<file path="src/rtl/uart_pkg.sv">
// Constants and types shared by the UART receive and transmit paths.
package uart_pkg;

    typedef enum logic [2:0] {
        IDLE,
        START,
        DATA,
        STOP,
        WAIT_HI
    } uart_state_t;

    localparam int unsigned OVERSAMPLE = 16;
    localparam int unsigned VOTE_T0    = 7;
    localparam int unsigned VOTE_T1    = 8;
    localparam int unsigned VOTE_T2    = 9;
    localparam int unsigned DATA_BITS  = 8;

    function automatic logic majority3(input logic a, input logic b, input logic c);
        return (a & b) | (a & c) | (b & c);
    endfunction

endpackage

</file>
<file path="src/rtl/uart_baud_tick.sv">
// Free-running divider producing a one-cycle oversample tick every CLK_DIV clocks.
module uart_baud_tick #(
    parameter int unsigned CLK_DIV = 27
) (
    input  logic clock,
    input  logic reset,
    output logic tick
);

    localparam int unsigned CNT_W = $clog2(CLK_DIV);
    localparam logic [CNT_W-1:0] LAST = CNT_W'(CLK_DIV - 1);

    logic [CNT_W-1:0] div_cnt;

    always_ff @(posedge clock) begin
        if (reset)
            div_cnt <= '0;
        else if (div_cnt == LAST)
            div_cnt <= '0;
        else
            div_cnt <= div_cnt + CNT_W'(1);
    end

    assign tick = (div_cnt == LAST);

endmodule

</file>
<file path="src/rtl/uart_rx_deserializer.sv">
// 8N1 UART receiver: 16x oversampling, 3-sample majority vote, framing/overrun detection,
// write port into the RX FIFO.
module uart_rx_deserializer
    import uart_pkg::*;
#(
    parameter int unsigned CLK_DIV = 27
) (
    input  logic       clock,
    input  logic       reset,
    input  logic       rxd,
    input  logic       fifo_full,
    output logic [7:0] rx_data,
    output logic       rx_wr_en,
    output logic       frame_err,
    output logic       overrun_err,
    output logic       rx_busy
);

    uart_state_t state;
    logic        sync1;
    logic        rxs;
    logic        tick;
    logic [3:0]  tick_cnt;
    logic [2:0]  bit_idx;
    logic [7:0]  shreg;
    logic        vote0;
    logic        vote1;
    logic        vote_now;
    logic        vote_bit;

    uart_baud_tick #(.CLK_DIV(CLK_DIV)) u_baud_tick (
        .clock (clock),
        .reset (reset),
        .tick  (tick)
    );

    // Reset to 1 so the line reads idle until the synchroniser fills.
    always_ff @(posedge clock) begin
        if (reset)
            {sync1, rxs} <= 2'b11;
        else
            {sync1, rxs} <= {rxd, sync1};
    end

    assign vote_now = tick && (tick_cnt == 4'(VOTE_T2));
    assign vote_bit = majority3(vote0, vote1, rxs);

    always_ff @(posedge clock) begin
        if (reset) begin
            state       <= IDLE;
            tick_cnt    <= '0;
            bit_idx     <= '0;
            shreg       <= '0;
            vote0       <= 1'b1;
            vote1       <= 1'b1;
            rx_data     <= '0;
            rx_wr_en    <= 1'b0;
            frame_err   <= 1'b0;
            overrun_err <= 1'b0;
            rx_busy     <= 1'b0;
        end else begin
            rx_wr_en    <= 1'b0;
            frame_err   <= 1'b0;
            overrun_err <= 1'b0;

            if (tick) begin
                tick_cnt <= tick_cnt + 4'd1;
                if (tick_cnt == 4'(VOTE_T0)) vote0 <= rxs;
                if (tick_cnt == 4'(VOTE_T1)) vote1 <= rxs;
            end

            case (state)
                IDLE: begin
                    if (!rxs) begin
                        state    <= START;
                        tick_cnt <= '0;
                        rx_busy  <= 1'b1;
                    end
                end
                START: begin
                    if (vote_now) begin
                        if (!vote_bit) begin
                            state   <= DATA;
                            bit_idx <= '0;
                        end else begin
                            state   <= IDLE;
                            rx_busy <= 1'b0;
                        end
                    end
                end
                DATA: begin
                    if (vote_now) begin
                        shreg <= {vote_bit, shreg[7:1]};
                        if (bit_idx == 3'(DATA_BITS - 1))
                            state <= STOP;
                        else
                            bit_idx <= bit_idx + 3'd1;
                    end
                end
                STOP: begin
                    if (vote_now) begin
                        if (vote_bit) begin
                            if (!fifo_full) begin
                                rx_data  <= shreg;
                                rx_wr_en <= 1'b1;
                            end else begin
                                overrun_err <= 1'b1;
                            end
                            state   <= IDLE;
                            rx_busy <= 1'b0;
                        end else begin
                            frame_err <= 1'b1;
                            state     <= WAIT_HI;
                        end
                    end
                end
                WAIT_HI: begin
                    if (rxs) begin
                        state   <= IDLE;
                        rx_busy <= 1'b0;
                    end
                end
                default: begin
                    state   <= IDLE;
                    rx_busy <= 1'b0;
                end
            endcase
        end
    end

endmodule

</file>
<file path="config.mk">
export PLATFORM = sky130hd
export DESIGN_NAME = uart_rx_deserializer
export DESIGN_NICKNAME = d
export VERILOG_FILES = /design/src/rtl/uart_pkg.sv /design/src/rtl/uart_baud_tick.sv /design/src/rtl/uart_rx_deserializer.sv
export SDC_FILE = /design/constraint.sdc
export NUM_CORES = 1
export LEC_CHECK = 0
export CORE_UTILIZATION = 46
export CTS_BUF_LIST = sky130_fd_sc_hd__clkbuf_8
export DETAILED_ROUTE_END_ITERATION = 16
export HOLD_SLACK_MARGIN = 0.15
export PLACE_DENSITY_LB_ADDON = 0.25
export RECOVER_POWER = 25
export SETUP_SLACK_MARGIN = 0.2
export SLEW_MARGIN = 20
export SYNTH_ARGS = -nofsm -noshare
export SYNTH_HDL_FRONTEND = slang
export SYNTH_SLANG_ARGS = --single-unit
export TNS_END_PERCENT = 30
</file>
<file path="constraint.sdc">
create_clock -name clock -period 2.3 [get_ports clock]
set_clock_uncertainty 0.15 [all_clocks]
set_input_delay 0.345 -clock clock [delete_from_list [all_inputs] [get_ports clock]]
set_output_delay 0.345 -clock clock [all_outputs]
set_load 0.02 [all_outputs]
</file>
# After elaboration in Yosys (flattened, before gate mapping)
# Index checks and enable logic that the tools add are counted.
# op_classes
addsub,3
multipliers,0
div,0
n_lt_le_gt_ge,0
n_eq_ne,19
shifts,0
mux,25
n_bitwise,10
reduce_logical,14
# ops
op,n
2-to-1 mux 3 bit,11
inequality test 2 bit (second input constant),8
one-hot mux 3 bit (5 select lines),1
2-to-1 mux 4 bit,3
AND reduction 5 bit,2
== test 4 bit (second input constant),2
2-to-1 mux 1 bit,7
== test 3 x 2 -> 1 bit (second input constant),2
== test 3 bit (second input constant),2
one-hot mux 3 bit (2 select lines),1
AND reduction 2 bit,3
AND reduction 6 bit,1
adder 5 x 1 -> 5 bit (second input constant),1
== test 5 bit (second input constant),1
NOT 1 bit,5
adder 4 x 1 -> 4 bit (second input constant),1
== test 4 x 3 -> 1 bit (second input constant),1
inequality test 2 x 1 -> 1 bit (second input constant),2
one-hot mux 1 bit (4 select lines),1
AND reduction 4 bit,1
OR reduction 2 bit,2
OR reduction 4 bit,1
adder 3 x 1 -> 3 bit (second input constant),1
bitwise AND 1 bit,3
7 further kinds,8
# totals
reg_bits,39
latch_bits,0
mem_bits_rw,0
mem_bits_ro,0
output_inout_bits,12
word_cells,85
n_memories,0

# Depth between registers and ports, before layout
# depth
word_depth,6
depth_mapped,7

# Modules after synthesis
# A second synthesis with hierarchy kept.
# unflattened
cells_unflattened,187
hier_area_um2,1790.5
# modules_own_cells
module,n_inst,cells_per_inst,area_per_inst_um2,seq_area_each_um2
uart_rx_deserializer,1,165,1531.5,680.7
uart_baud_tick,1,22,259.0,100.1

# Worst setup path after synthesis
# Ideal clock, no wire load.
# synth_path
path_kind,reg2reg
start,register u_baud_tick.div_cnt[0]
end,register rx_data[5]
setup_ns,0.134
arrival_ns,1.595
t_required_ns,2.016
setup_slack_ns,0.421
path_stages_with_launch,8
path_buffers,1
synth_period_minus_slack_ns,1.879
cell_sequence,dfxtp_1 > inv_1 > ha_1 > nand4b_4 > or4b_4 > buf_6 > o21ai_0 > a21oi_1
# synth_between
elab_chain_len,3
# synth_lines
element,line,text
start: declaration,uart_baud_tick.sv:13,logic [CNT_W-1:0] div_cnt;
start signal: assignment,uart_baud_tick.sv:21,div_cnt <= div_cnt + CNT_W'(1);
== test 5 bit,uart_baud_tick.sv:24,assign tick = (div_cnt == LAST);
logical AND 1 bit,uart_rx_deserializer.sv:45,assign vote_now = tick && (tick_cnt == 4'(VOTE_T2));
AND reduction 4 bit (no line),-,
end signal: assignment,uart_rx_deserializer.sv:104,rx_data <= shreg;
end: declaration,uart_rx_deserializer.sv:12,"output logic [7:0] rx_data,"
# Every way passes these cells.
# A chain may end at the register's enable or synchronous reset.

# Worst setup path in the final report
# layout_path
start,register u_baud_tick.div_cnt[0]
end,register rx_data[2]
# Same word-level chain as after synthesis.

==> results list <==
- Buffers and inverters on the worst path: 1
* Overall power of the completed layout: roughly 1.4 mW
- Dividing the detail-routed wire length by the instance count gives 12.5 µm.
- No sink is reached through more buffers than the 2 on the longest clock path.
- Class of the tightest hold or removal check: flip-flop to flip-flop
* Post-route minimum period: 1.97 ns
- Full die area: around 0.0040 mm²
- Filler cell count in the final layout: 289
- STA puts the critical path data arrival time at around 2.0 ns.
- Type of the worst setup path: flip-flop to flip-flop
- Post-synth net total: 189
* ANT cells: 0
- Detailed route wirelength on metal2: roughly 1400 µm
- Fraction of layout cells with a size suffix above 1: about a tenth
- Traced cell by cell, the critical path runs through inv_1 > ha_1 > nand4b_4 > or4b_4 > o21ai_0 > a21oi_1.
- Status: completed
- Gate count after technology mapping: 178
- Area of the placeable core: 0.00344 mm²
* CTS HTree Levels: 2
* Width of the chip: approximately 63 µm
- Power density relative to cell area: 684 mW/mm²
- Via count of the first global-routing pass: about 1300
- PortBufs: 15
* Hold Violations, Final: 0
* Clock-pin slew on the worst setup and hold paths: 0.08 ns
- In this run the worst path has a maximum fanout of 11.
- Cell types occupying the most area after synthesis: sky130_fd_sc_hd__dfxtp_1 (46%), sky130_fd_sc_hd__mux2i_1 (6.4%), sky130_fd_sc_hd__ha_1 (5.1%)
- Placed Instances: between 200 and 250
* Total Wirelength: about 3000 µm
- Number of hold-repair buffers added at the cts stage: 0
- By instance count, the leading cell after synthesis is sky130_fd_sc_hd__dfxtp_1.
- Across the run, the number of max-cap violations was 0.
* Source-to-sink clock delay at the later pin of the worst-skew pair: 0.28 ns
* Most used standard cells in the synthesized netlist: sky130_fd_sc_hd__dfxtp_1 (39), sky130_fd_sc_hd__nor2_1 (19), sky130_fd_sc_hd__a21oi_1 (11), sky130_fd_sc_hd__mux2i_1 (11), sky130_fd_sc_hd__nand3_1 (10)
- Biggest area consumer among synthesized cells: sky130_fd_sc_hd__dfxtp_1
* Leftover overflow at the end of global routing: 0
* Setup repair after global routing missed its margin: no
- The mapped netlist covers roughly 0.0017 mm².
* Largest net degree at the start of global routing: 16
- The count of pins over their slew limit came to 0.
- Based on the critical path, the design can be clocked at up to just over 0.5 GHz.
* Clock tree root driver cell: sky130_fd_sc_hd__clkbuf_8
* Number of distinct library cells after synthesis: 43
- Clock tree synthesis inserted a total of 5 buffers.
- From bottom edge to top edge, the die measures 62.9 µm.
- TritonCTS built the clock tree.
- In this run the static leakage power is about 0.76 nW.
- For this run, the number of Yosys warnings is 0.
- HPWL after detailed placement: between 2000 and 2500 µm
- Final Non-Filler Cells: about 240
- For this configuration, the core starts out at a cell density of ~50%.
- For this run, design rule violations remaining after detail routing come to 0.
- Max_slew headroom: slightly below 70%
- For the pin with the worst max-slew slack, the measured transition is 0.464 ns.
- Sink count of the clock tree: 39
- The largest individual stage delay along the critical path comes from the cell sky130_fd_sc_hd__or4b_4.
- Across every metal layer, demand over resource in global routing totals between 15 and 20%.
- For this run, the detailed router's first-pass iteration total came to 4.
- Launching element type of the critical path: flip-flop
- After detailed routing, the met3 layer carries between 100 and 150 µm of wire.
- Routability cong.: just over 0.7
- For this run, the leading register cell type out of synthesis is sky130_fd_sc_hd__dfxtp_1.
* EDFF count, synth: 0
* Area growth from synthesis to layout: 19.3%
- On the worst path, the slowest cell contributes a delay of 0.63 ns.
- On the critical path the largest part of the delay comes from simple AND/OR/NAND/NOR gates.
- STA classifies the critical path endpoint as a flip-flop.
- Signal routing reaches up to met4.
- Of the synthesized area, sequential elements account for between 40 and 50%.
- Yosys top cell area share: 45.7%
* Average vias per placed instance: roughly 5.3
- Number of synthesized register bits: 39
- Initial antenna violation count: 0
- Asr flop ratio synth: 0%
- Wire length of the first global-routing pass: between 5000 and 6000 µm
- Sum of routed wire segments on met1: between 1000 and 1500 µm
- Post-route core utilization: between 50% and 60%
- Post-route clock period utilization: 85.6%
* Register area: 781 µm²
- The count of nets left with antenna violations once routing finished came out at 0.
- After the first detailed-routing iteration, the DRC count stood at ~100.
- WP data required: 2.33 ns
* Num rows: 21
* Avg Cell Area, Syn: 9.59 µm²
* Boundary Pins: 16
* Area of combinational cells with multiple inputs: 868 µm²
- Largest vdd supply drop: between 0.4 and 0.5 mV
- Layout Nets: roughly 210
* Routed vias: approximately 1300
* Final setup fails: 0
- After routing, the total negative slack on setup checks comes to 0 ns.
## logic make-up after synthesis
| kind of cell | after synthesis | synth area share [%] |
|---|---|---|
| mux | 11 | 6.45 |
| compound gates | 26 | 9.01 |
| fa+ha+maj | 8 | 5.71 |
| xor+xnor | 5 | 2.56 |
| flops | 39 | 45.7 |
| buf+inv | 14 | 3.81 |
| simple gates | 75 | 26.7 |
## layout make-up
| class | count | share of cell area [%] |
|---|---|---|
| clock buffers | 5 | 3.38 |
| clock inverters | 3 | 3.13 |
| inverters | 4 | 0.737 |
| multi-input cells | 125 | 42.6 |
| flip-flops and latches | 39 | 38.3 |
| well taps | 46 | 2.82 |
| repair buffers | 20 | 9.02 |
## layout by cell type (no fill, tap or decap), types with 2 or more instances in the layout
cell / Yosys / layout
sky130_fd_sc_hd__and4b_1: 2 / 2
sky130_fd_sc_hd__dfxtp_1: 39 / 39
sky130_fd_sc_hd__nand2_1: 8 / 8
sky130_fd_sc_hd__nor4_1: 2 / 2
sky130_fd_sc_hd__or2_2: 3 / 3
sky130_fd_sc_hd__xor2_1: 4 / 4
sky130_fd_sc_hd__nor3_1: 5 / 5
sky130_fd_sc_hd__clkbuf_8: 0 / 5
sky130_fd_sc_hd__buf_4: 0 / 4
sky130_fd_sc_hd__mux2i_1: 11 / 11
sky130_fd_sc_hd__inv_1: 4 / 5
sky130_fd_sc_hd__dlygate4sd3_1: 0 / 3
sky130_fd_sc_hd__nand4b_1: 2 / 2
sky130_fd_sc_hd__a21oi_1: 11 / 11
sky130_fd_sc_hd__ha_1: 7 / 7
sky130_fd_sc_hd__clkdlybuf4s50_1: 0 / 12
sky130_fd_sc_hd__o21ai_1: 1 / 2
sky130_fd_sc_hd__nor4b_2: 1 / 2
sky130_fd_sc_hd__a22o_1: 2 / 2
sky130_fd_sc_hd__nand2b_1: 7 / 7
sky130_fd_sc_hd__nor2_1: 19 / 19
sky130_fd_sc_hd__nor2b_1: 3 / 3
sky130_fd_sc_hd__bufinv_16: 0 / 2
sky130_fd_sc_hd__o21ai_0: 7 / 6
sky130_fd_sc_hd__nand3_1: 10 / 10
## stage by stage
stage | cell area [µm²] | hold slack (ns) | worst slack [ns]
2_1_floorplan | 1710 | 0.239 | 0.421
4_1_cts | 2040 | 0.269 | 0.288
6_report | 2040 | 0.268 | 0.331
5_1_grt | 2040 | 0.291 | 0.207
3_5_place_dp | 1910 | 0.253 | 0.290
3_3_place_gp | 1910 | 0.254 | 0.414
## final timing paths
kind,start,end,slack (ns),depth (start not counted)
worst max-delay path,u_baud_tick.div_cnt[0],rx_data[2],0.33,6
worst min-delay path,sync1,rxs,0.27,1
worst max register to register,u_baud_tick.div_cnt[0],rx_data[2],0.33,6
worst min register to register,sync1,rxs,0.27,1
## what timing repair did
action | CTS | global route
setup endpoints to repair | 0 | 1
setup buffers | 0 | 0
endpoints found under the hold margin | 0 | 0
resized for setup | 0 | 1
## registers in the layout (all words and copies together), names as in the netlist
| signal | flops |
|---|---|
| overrun_err | 1 |
| tick_cnt | 4 |
| vote1 | 1 |
| shreg | 8 |
| bit_idx | 3 |
| vote0 | 1 |
| rx_wr_en | 1 |
| rxs | 1 |
| rx_data | 8 |
| sync1 | 1 |
| u_baud_tick.div_cnt | 5 |
| rx_busy | 1 |
| state | 3 |
| frame_err | 1 |
## worst register-to-register path: stages (launching register included)
cell and delay, ns:
sky130_fd_sc_hd__dfxtp_1 0.33, sky130_fd_sc_hd__inv_1 0.07, sky130_fd_sc_hd__ha_1 0.21, sky130_fd_sc_hd__nand4b_4 0.18, sky130_fd_sc_hd__or4b_4 0.63, sky130_fd_sc_hd__o21ai_0 0.21
sky130_fd_sc_hd__a21oi_1 0.08
## power by group
| part | switching [mW] | internal (mW) | total (mW) |
|---|---|---|---|
| clock | 0.227 | 0.429 | 0.656 |
| combinational | 0.0266 | 0.0207 | 0.0472 |
| sequential | 0.00827 | 0.683 | 0.691 |
## layer usage
metal | vias to the layer above | GRT usage, %
li1 | 653 | -
met1 | 606 | 20.4
met2 | 26 | 29.3
met3 | 5 | 4.74
met4 | 0 | 6.98
met5 | - | 0
Note: power is estimated with default switching activity, not from simulation.
